[src/rtl/packetparse_conv.sv]
// UDP/IPv4 receive converter: strips the pad+Ethernet+IPv4+UDP header from a framed packet,
// filters on address/port/checksum and streams the UDP payload to a downstream FIFO.
module packetparse_conv #(
  parameter bit ACCEPT_BCAST  = 1'b1,
  parameter bit CHECK_IP_CSUM = 1'b1
) (
  input  logic        clk,
  input  logic        rstn,
  input  logic [47:0] my_mac,
  input  logic [31:0] my_ip,
  input  logic [15:0] my_port,
  input  logic        in_packet_trig,
  input  logic [31:0] in_packet_len,
  input  logic [31:0] in_packet_data,
  output logic        in_packet_rden,
  output logic [31:0] out_payload_data,
  output logic        out_payload_we,
  input  logic        out_payload_full,
  output logic [15:0] out_payload_len,
  output logic [47:0] out_src_mac,
  output logic [31:0] out_src_ip,
  output logic [15:0] out_src_port,
  output logic        out_payload_done,
  output logic        out_drop,
  output logic [15:0] rx_ok_cnt,
  output logic [15:0] rx_drop_cnt
);

  typedef enum logic [2:0] {
    S_IDLE,
    S_HEADER,
    S_CHECK,
    S_DATA,
    S_DRAIN,
    S_FIN
  } state_t;

  state_t      state;
  logic [15:0] wcnt;
  logic [15:0] pcnt;
  logic [47:0] dmac;
  logic [47:0] smac;
  logic [15:0] etype;
  logic [7:0]  verihl;
  logic [7:0]  proto;
  logic [31:0] sip;
  logic [31:0] dip;
  logic [15:0] sport;
  logic [15:0] dport;
  logic [15:0] udp_len;
  logic [31:0] csum_acc;
  logic        ok_flag;

  // Header fields are big-endian on the wire, the first wire byte sits in lane 0.
  logic [31:0] w;
  assign w = {in_packet_data[7:0], in_packet_data[15:8],
              in_packet_data[23:16], in_packet_data[31:24]};

  logic [30:0] total_words;
  assign total_words = {1'b0, in_packet_len[31:2]} + {30'b0, |in_packet_len[1:0]};

  logic [15:0] pay_bytes;
  logic [14:0] pay_words;
  assign pay_bytes = udp_len - 16'd8;
  assign pay_words = {1'b0, pay_bytes[15:2]} + {14'b0, |pay_bytes[1:0]};

  logic [30:0] data_end;
  assign data_end = 31'd11 + {16'b0, pay_words};

  logic [16:0] fold1;
  logic [15:0] fold2;
  assign fold1 = {1'b0, csum_acc[31:16]} + {1'b0, csum_acc[15:0]};
  assign fold2 = fold1[15:0] + {15'b0, fold1[16]};

  logic dmac_ok;
  logic csum_ok;
  logic len_ok;
  logic accept;
  assign dmac_ok = (dmac == my_mac) || (ACCEPT_BCAST && (dmac == 48'hffff_ffff_ffff));
  assign csum_ok = !CHECK_IP_CSUM || (fold2 == 16'hffff);
  assign len_ok  = (udp_len >= 16'd8) && ({16'b0, udp_len} <= (in_packet_len - 32'd36));
  assign accept  = (etype == 16'h0800) && (verihl == 8'h45) && (proto == 8'h11) &&
                   dmac_ok && (dip == my_ip) && (dport == my_port) && len_ok && csum_ok;

  // Payload words go straight from the upstream FIFO to the payload FIFO with no latency.
  assign in_packet_rden   = (state == S_HEADER) || (state == S_DRAIN) ||
                            ((state == S_DATA) && !out_payload_full);
  assign out_payload_we   = (state == S_DATA) && !out_payload_full;
  assign out_payload_data = (state == S_DATA) ? in_packet_data : 32'd0;

  always_ff @(posedge clk or negedge rstn) begin
    if (!rstn) begin
      state            <= S_IDLE;
      wcnt             <= 16'd0;
      pcnt             <= 16'd0;
      dmac             <= 48'd0;
      smac             <= 48'd0;
      etype            <= 16'd0;
      verihl           <= 8'd0;
      proto            <= 8'd0;
      sip              <= 32'd0;
      dip              <= 32'd0;
      sport            <= 16'd0;
      dport            <= 16'd0;
      udp_len          <= 16'd0;
      csum_acc         <= 32'd0;
      ok_flag          <= 1'b0;
      out_payload_len  <= 16'd0;
      out_src_mac      <= 48'd0;
      out_src_ip       <= 32'd0;
      out_src_port     <= 16'd0;
      out_payload_done <= 1'b0;
      out_drop         <= 1'b0;
      rx_ok_cnt        <= 16'd0;
      rx_drop_cnt      <= 16'd0;
    end else begin
      out_payload_done <= 1'b0;
      out_drop         <= 1'b0;
      case (state)
        S_IDLE: begin
          if (in_packet_trig) begin
            wcnt     <= 16'd0;
            csum_acc <= 32'd0;
            ok_flag  <= 1'b0;
            if (in_packet_len >= 32'd44)
              state <= S_HEADER;
            else if (total_words == 31'd0)
              state <= S_FIN;
            else
              state <= S_DRAIN;
          end
        end
        S_HEADER: begin
          wcnt <= wcnt + 16'd1;
          case (wcnt)
            16'd0:  dmac[47:32] <= w[15:0];
            16'd1:  dmac[31:0]  <= w;
            16'd2:  smac[47:16] <= w;
            16'd3:  begin smac[15:0] <= w[31:16]; etype <= w[15:0]; end
            16'd4:  verihl <= w[31:24];
            16'd6:  proto <= w[23:16];
            16'd7:  sip <= w;
            16'd8:  dip <= w;
            16'd9:  begin sport <= w[31:16]; dport <= w[15:0]; end
            16'd10: udp_len <= w[31:16];
            default: ;
          endcase
          if ((wcnt >= 16'd4) && (wcnt <= 16'd8))
            csum_acc <= csum_acc + {16'b0, w[31:16]} + {16'b0, w[15:0]};
          if (wcnt == 16'd10)
            state <= S_CHECK;
        end
        S_CHECK: begin
          pcnt <= 16'd0;
          if (accept) begin
            ok_flag         <= 1'b1;
            out_src_mac     <= smac;
            out_src_ip      <= sip;
            out_src_port    <= sport;
            out_payload_len <= pay_bytes;
            // An empty payload still has to consume any Ethernet pad behind the header.
            if (pay_words != 15'd0)
              state <= S_DATA;
            else if (total_words > 31'd11)
              state <= S_DRAIN;
            else
              state <= S_FIN;
          end else begin
            ok_flag <= 1'b0;
            state   <= (total_words == 31'd11) ? S_FIN : S_DRAIN;
          end
        end
        S_DATA: begin
          if (!out_payload_full) begin
            wcnt <= wcnt + 16'd1;
            pcnt <= pcnt + 16'd1;
            if (pcnt == ({1'b0, pay_words} - 16'd1))
              state <= (total_words > data_end) ? S_DRAIN : S_FIN;
          end
        end
        S_DRAIN: begin
          wcnt <= wcnt + 16'd1;
          if (({15'b0, wcnt} + 31'd1) >= total_words)
            state <= S_FIN;
        end
        S_FIN: begin
          if (ok_flag) begin
            out_payload_done <= 1'b1;
            rx_ok_cnt        <= rx_ok_cnt + 16'd1;
          end else begin
            out_drop    <= 1'b1;
            rx_drop_cnt <= rx_drop_cnt + 16'd1;
          end
          state <= S_IDLE;
        end
        default: state <= S_IDLE;
      endcase
    end
  end

endmodule

[config.mk]
export PLATFORM = sky130hd
export DESIGN_NAME = packetparse_conv
export DESIGN_NICKNAME = d
export VERILOG_FILES = /design/src/rtl/packetparse_conv.sv
export SDC_FILE = /design/constraint.sdc
export NUM_CORES = 1
export LEC_CHECK = 0
export CORE_UTILIZATION = 23
export DETAILED_ROUTE_END_ITERATION = 8
export PLACE_DENSITY_LB_ADDON = 0.3
export SYNTH_ARGS = -nofsm -noshare
export SYNTH_HDL_FRONTEND = slang
export SYNTH_SLANG_ARGS = --single-unit
export TNS_END_PERCENT = 100
[constraint.sdc]
create_clock -name clk -period 6.9 [get_ports clk]
set_input_delay 1.035 -clock clk [delete_from_list [all_inputs] [get_ports clk]]
set_output_delay 1.035 -clock clk [all_outputs]
set_load 0.02 [all_outputs]
==> metrics.cfg <==
[timing]
timing_hold_violations_final = 0
finalSetupViolCount = 0
max-slew-margin-rel_pct = 42.0
rsz0062_at_grt = no
slew_violations = 0
fin_crit_sh_pct = 91.7
fin_worst_skew_ns = 0.0919
worstMarginPinSlew_ns = 0.863
finalCriticalPeriod_ns = 6.33
setup-tns-final_ns = 0
whs_ns = 0.388
timing.fmax_ghz = 0.158
setup_ws_ns = 0.570

[cells_and_area]
final.fill_count = 11100
fin_nets = 2890
area_growth_pct = 29.8
seq_area_um2 = 11400
design_area_um2 = 32400
drive_above_1_share_pct = 20.3
multi_input_area_um2 = 13100

[floorplan]
initial_core_util_pct = 23.2
die-area_um2 = 110000
coreArea_um2 = 107000
pin_count = 344
die_x_um = 331
die_height_um = 331
rows = 120

[placed_design]
globalplace.congestion = 0.876
post-place-ws_ns = 0.431
io_buffer_count = 343
place_area_um2 = 30400
dp_hpwl_mm = 63.3

[synthesis]
syn_area_um2 = 24900
ys_ff_latch = 454
synth_edf_count = 0
yosysWarnings = 0
ys_seq_area_share_pct = 45.5
synth-async-reset-ratio_pct = 100
synth_area_per_cell_um2 = 11.2
post_synth_inst_count = 2222
synth_cell_types = 84
synth.top_cells.by_count = dfrtp_1 (454), mux2_2 (336), xor2_1 (144), xnor2_1 (119), nor2_1 (112)
synth_most_common_cell = dfrtp_1
syn-num-nets = 2503
ys_top_cells_by_area = dfrtp_1 (46%), mux2_2 (15%), xor2_1 (5.1%)
yosysTopAreaCellShare_pct = 45.5
synthFlopType = dfrtp_1
synth_largest_area_cell = dfrtp_1

[power_and_ir_drop]
leakagePower_uw = 0.0142
clock_power_share_pct = 30.2
power_frac_seq_pct = 38.7
p_comb_share_pct = 31.1
intPower_uw = 6690
max-vdd-ir-drop_mv = 0.201
p_per_area_nw_per_um2 = 316
switchingPower_uw = 3540
switching_share_pct = 34.6

[clock_tree]
cts_buffers = 57
cts_tree = done
clock-root-buffer = clkbuf_16
cts_resized = 0
path_clk_slew_ns = 0.06
hold_buffers = 0
clk-insertion-delay-late_ns = 0.69
post_cts.repair.setup_buffers = 0
cts.sink_count = 454
htree_num_levels = 2
ctsLongestPathBuffers = 3

[routing]
wire_per_inst_um = 21.3
antenna_left = 0
drt-total-wl_mm = 86.7
dr.pass1.iters = 5
vias = 19100
vias_per_cell = 4.71
drc = 0
first_iter_violations = 1280

[run]
max-cap-violations = 0

[worst_setup_path]
start_kind = register
crit_fanout = 31
r2r_end = out_src_mac[1]$_DFFE_PN0P_
r2r_start = csum_acc[0]$_DFFE_PN0P_
arrival_ns = 6.90
endpoint_kind = register
ff2ff_setup_slack_ns = 0.57
critical_path_required_ns = 7.47
worst-r2r-cell-count = 21
crit_type = register to register

[outcome]
status = complete, no violations

[global_routing]
grt_pass1_wl_mm = 128
grt_overflow = 0
grt_pass1_vias = 19200
antenna_found_initial = 25
grt_usage_pct = 15.6
grt_max_degree = 154

[hold_path]
hp-class = input pin to async pin

power by group through the flow:
| stage | Sequential (uW) | Clock [uW] | Combinational [uW] |
|---|---|---|---|
| 2_1_floorplan | 3730 | 0 | 2240 |
| 3_3_place_gp | 3990 | 0 | 3150 |
| 3_5_place_dp | 4000 | 0 | 3180 |
| 4_1_cts | 3950 | 3190 | 3200 |
| 5_1_grt | 4060 | 3290 | 3510 |
| 6_report | 3960 | 3090 | 3180 |
sequential cells by signal (all words and copies together), names as in the netlist:
name              count
csum_acc             32
ok_flag               1
out_payload_done      1
etype                16
state                 3
out_drop              1
dport                16
dip                  32
sport                16
wcnt                 16
sip                  32
rx_drop_cnt          16
rx_ok_cnt            16
out_src_port         16
pcnt                 16
verihl                8
dmac                 48
smac                 48
out_payload_len      16
out_src_ip           32
proto                 8
out_src_mac          48
udp_len              16
worst max-delay path by stage:
stage | start | endpoint | slack (ns)
3_5_place_dp | in_packet_len[6] | out_src_mac[1]$_DFFE_PN0P_ | 0.43
4_1_cts | csum_acc[0]$_DFFE_PN0P_ | out_payload_len[6]$_DFFE_PN0P_ | 0.58
5_1_grt | csum_acc[0]$_DFFE_PN0P_ | out_payload_len[6]$_DFFE_PN0P_ | 0.04
2_1_floorplan | csum_acc[0]$_DFFE_PN0P_ | out_src_ip[18]$_DFFE_PN0P_ | 1.94
6_report | csum_acc[0]$_DFFE_PN0P_ | out_src_mac[1]$_DFFE_PN0P_ | 0.57
3_3_place_gp | in_packet_len[6] | out_src_port[2]$_DFFE_PN0P_ | 0.58
layer usage:
layer / wire, um / track usage (%)
met5: 170 / 0
met4: 1860 / 3.95
met3: 6540 / 4.36
met2: 38600 / 24.4
met1: 39500 / 21.1
worst max-delay path, stage by stage, from the launching register on:
cell and delay (ns):
dfrtp_1 0.41, ha_1 0.25, fa_1 0.44, a211oi_1 0.29, o21ai_0 0.21, a32o_1 0.28
o21ai_0 0.18, a21oi_1 0.13, a21o_1 0.19, a21o_1 0.18, ha_1 0.22, ha_1 0.28
nand4_1 0.09, nor4_1 0.24, nand3_1 0.13, nor4_1 0.33, o211a_1 0.29, o311ai_1 0.15
a2111oi_2 0.55, nand3_4 0.63, buf_4 0.44, mux2_2 0.28
cells by family after synthesis:
family,after synthesis,synth area share (%)
adders and majority gates,117,6.41
DFF,454,45.5
xor gates and xnor gates,265,9.41
and+or+nand+nor,618,13.2
buffers and inverters,137,2.22
AOI/OAI and AO/OA,284,7.62
other,1,0.0150
muxes,346,15.6
through the flow:
| step | cells | power, uW | utilization (%) |
|---|---|---|---|
| after global routing | 4058 | 10900 | 30.2 |
| after detailed placement | 3953 | 7180 | 28.3 |
| after global placement | 3953 | 7140 | 28.3 |
| after CTS | 4057 | 10300 | 30.2 |
| after floorplan | 2222 | 5980 | - |
| final | 4060 | 10200 | 30.2 |
cell usage in the layout (no fill, tap or decap), types with 64 or more instances in the layout:
| master | n |
|---|---|
| dfrtp_1 | 454 |
| clkdlybuf4s50_1 | 342 |
| mux2_2 | 336 |
| xor2_1 | 144 |
| xnor2_1 | 119 |
| nor2_1 | 110 |
| ha_1 | 99 |
| nand2_1 | 97 |
| o21ai_0 | 89 |
| nand3_1 | 78 |
| nand4_1 | 64 |
cell type report:
class / instances / share of cell area, %
diodes: 3 / 0.0232
clock buffers: 77 / 4.98
clock inverters: 27 / 1.07
inverters: 55 / 0.638
multi-input cells: 1631 / 40.4
flip-flops and latches: 454 / 35.1
well taps: 1403 / 5.42
repair buffers: 410 / 12.3
(Power assumes the default switching activity.)
